## config.mk

```make
export PLATFORM = sky130hd
export DESIGN_NAME = node_accum_pipe
export DESIGN_NICKNAME = d
export VERILOG_FILES = /design/src/rtl/node_accum_pipe.sv
export SDC_FILE = /design/constraint.sdc
export NUM_CORES = 1
export LEC_CHECK = 0
export ABC_AREA = 0
export CORE_AREA = 8 8 294 268
export DETAILED_ROUTE_END_ITERATION = 10
export DIE_AREA = 0 0 302 276
export SLEW_MARGIN = 30
export SYNTH_ARGS = -nofsm -noshare
export SYNTH_HDL_FRONTEND = slang
export SYNTH_SLANG_ARGS = --single-unit
```

## constraint.sdc

```tcl
create_clock -name clk -period 6.1 [get_ports clk]
set_clock_uncertainty 0.1 [all_clocks]
set_input_delay 1.525 -clock clk [delete_from_list [all_inputs] [get_ports clk]]
set_output_delay 1.525 -clock clk [all_outputs]
set_load 0.01 [all_outputs]
```

## src/rtl/node_accum_pipe.sv

```systemverilog
// node_accum_pipe: read-modify-write accumulator in front of node_memory.
// Each accepted (address, signed delta) update reads the node word, adds the
// delta and writes the sum back after RD_LAT+2 cycles. A short write history
// forwards results that the memory read cannot see yet. Every commit is also
// queued into a small output FIFO for the downstream stage.
module node_accum_pipe #(
  parameter int ADDR_W    = 10,
  parameter int DATA_W    = 36,
  parameter int DELTA_W   = 16,
  parameter int RD_LAT    = 4,
  parameter int OUT_DEPTH = 8
) (
  input  logic              clk,
  input  logic              rst_n,
  input  logic              in_valid,
  output logic              in_ready,
  input  logic [ADDR_W-1:0] in_addr,
  input  logic [DELTA_W-1:0] in_delta,
  output logic [ADDR_W-1:0] rdaddr,
  input  logic [DATA_W-1:0] q,
  output logic [ADDR_W-1:0] wraddr,
  output logic              wren,
  output logic [DATA_W-1:0] wrdata,
  output logic              out_valid,
  input  logic              out_ready,
  output logic [ADDR_W-1:0] out_addr,
  output logic [DATA_W-1:0] out_data,
  output logic              busy
);

  localparam int PW = $clog2(OUT_DEPTH);
  localparam int CW = PW + 1;
  localparam logic [PW-1:0] P_ONE = PW'(1);
  localparam logic [CW-1:0] C_ONE = CW'(1);

  // Delay line carrying each update alongside its outstanding memory read.
  logic               r_pv [0:RD_LAT];
  logic [ADDR_W-1:0]  r_pa [0:RD_LAT];
  logic [DELTA_W-1:0] r_pd [0:RD_LAT];

  logic [ADDR_W-1:0]  r_rdaddr;
  logic [ADDR_W-1:0]  r_wraddr;
  logic [DATA_W-1:0]  r_wrdata;
  logic               r_wren;

  // Older writes not yet visible to the read now returning; the current
  // write register is the newest history entry.
  logic               r_hv [1:RD_LAT];
  logic [ADDR_W-1:0]  r_ha [1:RD_LAT];
  logic [DATA_W-1:0]  r_hd [1:RD_LAT];

  logic [ADDR_W-1:0]  r_fa [0:OUT_DEPTH-1];
  logic [DATA_W-1:0]  r_fd [0:OUT_DEPTH-1];
  logic [PW-1:0]      r_wp;
  logic [PW-1:0]      r_rp;
  logic [CW-1:0]      r_cnt;
  logic [CW-1:0]      r_inflight;

  logic               w_accept;
  logic               w_push;
  logic               w_pop;
  logic [CW:0]        w_used;
  logic [DATA_W-1:0]  w_base;
  logic [DATA_W-1:0]  w_sum;

  // FIFO slots already promised (stored or still in flight) bound admission.
  assign w_used   = {1'b0, r_cnt} + {1'b0, r_inflight};
  assign in_ready = rst_n & (w_used < (CW+1)'(OUT_DEPTH));
  assign w_accept = in_valid & in_ready;
  assign w_push   = r_wren;
  assign w_pop    = (r_cnt != '0) & out_ready;

  // Pick the freshest value for the node in the add stage, newest match wins.
  always_comb begin
    w_base = q;
    for (int k = RD_LAT; k >= 1; k--) begin
      w_base = (r_hv[k] && (r_ha[k] == r_pa[RD_LAT])) ? r_hd[k] : w_base;
    end
    if (r_wren && (r_wraddr == r_pa[RD_LAT])) begin
      w_base = r_wrdata;
    end else begin
      w_base = w_base;
    end
    w_sum = w_base + DATA_W'($signed(r_pd[RD_LAT]));
  end

  // Update delay line and memory read address.
  always_ff @(posedge clk) begin
    if (!rst_n) begin
      r_rdaddr <= '0;
      for (int k = 0; k <= RD_LAT; k++) begin
        r_pv[k] <= 1'b0;
        r_pa[k] <= '0;
        r_pd[k] <= '0;
      end
    end else begin
      r_pv[0] <= w_accept;
      r_pa[0] <= in_addr;
      r_pd[0] <= in_delta;
      for (int k = 1; k <= RD_LAT; k++) begin
        r_pv[k] <= r_pv[k-1];
        r_pa[k] <= r_pa[k-1];
        r_pd[k] <= r_pd[k-1];
      end
      if (w_accept) begin
        r_rdaddr <= in_addr;
      end else begin
        r_rdaddr <= r_rdaddr;
      end
    end
  end

  // Commit register and write history shift.
  always_ff @(posedge clk) begin
    if (!rst_n) begin
      r_wren   <= 1'b0;
      r_wraddr <= '0;
      r_wrdata <= '0;
      for (int k = 1; k <= RD_LAT; k++) begin
        r_hv[k] <= 1'b0;
        r_ha[k] <= '0;
        r_hd[k] <= '0;
      end
    end else begin
      r_wren <= r_pv[RD_LAT];
      if (r_pv[RD_LAT]) begin
        r_wraddr <= r_pa[RD_LAT];
        r_wrdata <= w_sum;
      end else begin
        r_wraddr <= r_wraddr;
        r_wrdata <= r_wrdata;
      end
      r_hv[1] <= r_wren;
      r_ha[1] <= r_wraddr;
      r_hd[1] <= r_wrdata;
      for (int k = 2; k <= RD_LAT; k++) begin
        r_hv[k] <= r_hv[k-1];
        r_ha[k] <= r_ha[k-1];
        r_hd[k] <= r_hd[k-1];
      end
    end
  end

  // Output FIFO storage, pointers, occupancy and in-flight counter.
  always_ff @(posedge clk) begin
    if (!rst_n) begin
      r_wp       <= '0;
      r_rp       <= '0;
      r_cnt      <= '0;
      r_inflight <= '0;
      for (int k = 0; k < OUT_DEPTH; k++) begin
        r_fa[k] <= '0;
        r_fd[k] <= '0;
      end
    end else begin
      if (w_push) begin
        r_fa[r_wp] <= r_wraddr;
        r_fd[r_wp] <= r_wrdata;
        r_wp       <= r_wp + P_ONE;
      end else begin
        r_wp <= r_wp;
      end
      if (w_pop) begin
        r_rp <= r_rp + P_ONE;
      end else begin
        r_rp <= r_rp;
      end
      case ({w_push, w_pop})
        2'b10:   r_cnt <= r_cnt + C_ONE;
        2'b01:   r_cnt <= r_cnt - C_ONE;
        default: r_cnt <= r_cnt;
      endcase
      case ({w_accept, w_push})
        2'b10:   r_inflight <= r_inflight + C_ONE;
        2'b01:   r_inflight <= r_inflight - C_ONE;
        default: r_inflight <= r_inflight;
      endcase
    end
  end

  assign rdaddr    = r_rdaddr;
  assign wraddr    = r_wraddr;
  assign wrdata    = r_wrdata;
  assign wren      = r_wren & rst_n;
  assign out_valid = (r_cnt != '0);
  assign out_addr  = r_fa[r_rp];
  assign out_data  = r_fd[r_rp];
  assign busy      = (r_inflight != '0) | (r_cnt != '0);

endmodule
```

# Yosys cells after proc, flatten, opt, wreduce, memory -nomap -nowiden
# Memory sizes are Yosys's and may differ from the RTL's. A register that Yosys moved wholly into a read port is not among the register bits.
# Cells that the tools add are included.
dict set report totals {
  ff_bits 71
  mem_bits_rw 691
  wordCells 126
  n_memories 8
}
# memory words word_bits read_ports rd_ports_with_merged_regs write_ports line
set mem_list {}
lappend mem_list {r_fd 8 36 1 1 8 53} ;# logic [DATA_W-1:0] r_fd [0:OUT_DEPTH-1];
lappend mem_list {r_hd 4 36 4 0 4 50} ;# logic [DATA_W-1:0] r_hd [1:RD_LAT];
lappend mem_list {r_fa 8 10 1 1 8 52} ;# logic [ADDR_W-1:0] r_fa [0:OUT_DEPTH-1];
lappend mem_list {r_pd 5 16 5 0 5 39} ;# logic [DELTA_W-1:0] r_pd [0:RD_LAT];
lappend mem_list {r_pa 5 10 5 0 5 38} ;# logic [ADDR_W-1:0] r_pa [0:RD_LAT];
lappend mem_list {r_ha 4 10 4 0 4 49} ;# logic [ADDR_W-1:0] r_ha [1:RD_LAT];
lappend mem_list {{2 more memories} -- -- -- -- -- --}
dict set report classes {
  addsub 8
  magnitude_cmp 1
  n_eq_ne 9
  muxes 49
  n_bitwise 32
  n_reduce_logical 11
}
# operator n
set ops {}
lappend ops {{2-to-1 mux 36 bit} 10}
lappend ops {{2-to-1 mux 10 bit} 10}
lappend ops {{2-to-1 mux 16 bit} 5}
lappend ops {{equality test 10 bit} 5}
lappend ops {{adder 36 bit} 1}
lappend ops {{OR reduction 36 bit} 1}
lappend ops {{OR 1 bit} 28}
lappend ops {{2-to-1 mux 3 bit} 6}
lappend ops {{2-to-1 mux 1 bit} 16}
lappend ops {{case mux 4 bit (2 select lines)} 2}
lappend ops {{OR reduction 10 bit} 1}
lappend ops {{adder 4 x 1 -> 4 bit (second input constant)} 2}
lappend ops {{nonzero test 4 bit} 2}
lappend ops {{subtractor 4 x 1 -> 4 bit (second input constant)} 2}
lappend ops {{adder 3 x 1 -> 3 bit (second input constant)} 2}
lappend ops {{adder 4 x 4 -> 5 bit} 1}
lappend ops {{logical AND 1 bit} 5}
lappend ops {{< comparator 5 x 4 -> 1 bit (second input constant)} 1}
lappend ops {{bitwise AND 1 bit} 4}
lappend ops {{equality test 2 x 1 -> 1 bit (second input constant)} 2}
lappend ops {{equality test 2 bit (second input constant)} 2}
lappend ops {{nonzero test 2 bit} 2}

# Logic depth before layout (Yosys ltp)
dict set report depth {
  ltp_word 8
  ltp_mapped 24
  ltp_nobuf 21
}

# Least setup slack after synthesis
# No wires, ideal clock.
dict set report synth_path {
  path_type {input to register}
  from {input port rst_n}
  to {memory r_fa[6][0] (enable)}
  arrival_time_ns 5.557
  required_time_ns 5.487
  setup_slack_ns -0.070
  cell_stages 5
  n_path_buf 2
  path_cell_list {clkbuf_1 > inv_2 > or3_1 > clkbuf_1 > o21ai_0}
}
# element line
set synth_lines {}
lappend synth_lines {{start: declaration} 14} ;# input logic rst_n,
lappend synth_lines {{end: declaration} 52}

==> metrics.txt <==
Final Hold Viols 0; Final Critical Period 4.96 ns; Crit-path slowest cell nor3_4; Yosys warning count 0; R2R Setup Slk 1.14 ns; Syn Nets 2,723; CTS Sinks 765; routability cong. 0.856; synth unique cells 66; power density over cell area 287 nW/um^2; crit-path cells xnor2_1 > nand4_1 > nor3_4 > buf_12 > o21ai_0 > mux2i_1 > nand2_1 > o21ai_0 > o21ai_1 > ha_1 > a211oi_1 > nor2_1 > o41ai_1 > o211ai_1 > o21ai_2 > o31a_1 > o21ai_0 > nand4b_1 > o211ai_1; Post-synth EDFFs 368; RSZ-0062 raised after global routing no; top post-synthesis cells by area edfxtp_1 34%, dfxtp_1 25%, and2_1 13%, mux4_2 6.5%, mux2i_1 3.1%; Root Driver clkbuf_16; Seq/Total Area, Yosys 59.2%; Syn Inst Count 2,608; Starting Density 43.5%; TritonCTS clock tree done; hpwl dp 47,900 um; worst rel slew slack 41.4%; synthesized area per cell 12.3 um^2; CP delay by family, top compound AO/OA/AOI/OAI gates; layout net count 2,819; Tot GR Track Use 18.1%; Setup Crit Path Kind reg -> reg; CTS buffer count 81; CP peak stage delay 0.70 ns; remaining antenna violation count 0; vias in the first global route 19,900; Die Y 276 um; Worst-Margin Slew 0.879 ns; Remaining Overflow, GRT 0; Fmax 202 MHz; share of layout cells above drive strength 1 12.0%; Power Total 10.7 mW; Max Fanout on Critical Path 46; num ports 172; status completed; CTS Hold Bufs 0; FFs w/ async S/R, synth 0%; Core ar. 73,800 um^2; DR WL/cell 20.5 um; clk buf depth 3; Worst EP required 6.48 ns; number of max-cap violations 0; synthesized cell area 32,100 um^2; DR vias/cell 5.12; die footprint 83,400 um^2; Startpoint Class flip-flop; most used cell, CP o21ai_0; post_cts resized 0; final wirelength 76,500 um; Yosys reg bits 765; Leak Pwr 13.7 nW; ys flop type dfxtp_1; commonest cells in the netlist 691 x and2_1, 397 x dfxtp_1, 368 x edfxtp_1; count leader, synth and2_1; DIE WIDTH 302 um; Pins Over Slew Limit 0; clock-pin slew on the worst setup and hold paths 0.06 ns; Finish-stage setup viols 0; IR drop worst, VDD 0.182 mV; DR DRC count 0; post-route setup slack 1.14 ns; TritonRoute pass-1 iters 5; largest net degree at the start of global routing 107; Critical Path AT 5.34 ns; I/O Buffers 171; part of the cycle the worst path needs 81.3%; First DRT Iteration DRCs 1,173; Synth-to-Final Area Change 16.3%; top-area cell type share of the netlist area 34.4%; first-pass GRT wire length 117,000 um; Crit. End Element flip-flop; CP Buf/Inv Count 1; H-Tree Depth 3; routed vias 19,200; Clock Latency Late Sink 0.62 ns; Rows 95; initial antenna violation count 4; total setup buffers inserted after CTS 0; dpl ws 0.744 ns; worst hold-check path type reg -> reg; area leader, netlist edfxtp_1
sequential cells by signal, indices dropped and copies added, names as in the netlist, named ones only:
signal / flops
r_hd: 144
r_pa: 50
r_ha: 40
wrdata: 36
wraddr: 10
r_hv: 4
r_pv: 5
r_wp: 3
r_wren: 1
r_fd: 288
r_cnt: 4
r_inflight: 4
r_fa: 80
r_rp: 3
rdaddr: 10
r_pd: 80
cells by family (layout without fill, tap and decap cells):
| kind of cell | after synthesis | after routing | synth area share [%] |
|---|---|---|---|
| other | 0 | 4 | 0 |
| buffers and inverters | 219 | 378 | 2.74 |
| DFF | 765 | 765 | 59.2 |
| AOI/OAI and AO/OA | 253 | 253 | 4.83 |
| and+or+nand+nor | 996 | 996 | 17.6 |
| muxes | 237 | 237 | 11.2 |
| xor gates and xnor gates | 89 | 89 | 2.47 |
| adders and majority gates | 49 | 49 | 1.98 |
cell type report:
type | instances | area (um^2)
fill | 6323 | 36500
antenna | 4 | 10.0
tap | 970 | 1210
inverter | 21 | 78.8
timing repair buffer | 211 | 2130
multi-input combinational | 1624 | 12400
clock inverter | 36 | 313
sequential | 765 | 19000
clock buffer | 110 | 2240
metrics by stage:
step           TNS (ns)  cells  instance area (um^2)  util, %  hold WS, ns
3_5_place_dp          0   3591                 34800     47.1        0.318
6_report              0   3741                 37300     50.6        0.330
5_1_grt               0   3737                 37300     50.6        0.342
4_1_cts               0   3737                 37300     50.6        0.331
2_1_floorplan    -14.74   2608                 32100        -        0.310
3_3_place_gp          0   3589                 34700     47.0        0.316
where the power goes:
| group | internal (mW) | switching (mW) | total, mW |
|---|---|---|---|
| registers | 5.49 | 0.0438 | 5.53 |
| clock network | 2.75 | 1.99 | 4.73 |
| logic | 0.201 | 0.242 | 0.443 |
| total | 8.43 | 2.27 | 10.7 |
placed cells by master (no fill, tap or decap), types with 50 or more instances in the layout:
cell             instances
and2_1                 691
dfxtp_1                393
edfxtp_1               368
clkdlybuf4s50_1        170
nand2_1                151
o21ai_0                112
mux2i_1                 99
mux4_2                  92
clkbuf_16               83
xnor2_1                 69
nor2_1                  68
a21oi_1                 50
worst paths after layout:
kind              depth (start not counted)     endpoint        start
setup reg to reg                         19   wrdata[34]  r_pa[0][42]
setup / recovery                         19   wrdata[34]  r_pa[0][42]
hold reg to reg                           1  r_pa[0][13]   r_pa[0][3]
hold / removal                            1  r_pa[0][13]   r_pa[0][3]
metal layers:
layer	wire, um	vias to the layer above	global-route usage (%)
met5	0	-	0
met4	1880	0	5.24
met3	3750	103	3.25
met2	36200	444	30.0
met1	34700	9411	24.2
li1	-	9209	-
Note: power is estimated with default switching activity, not from simulation.
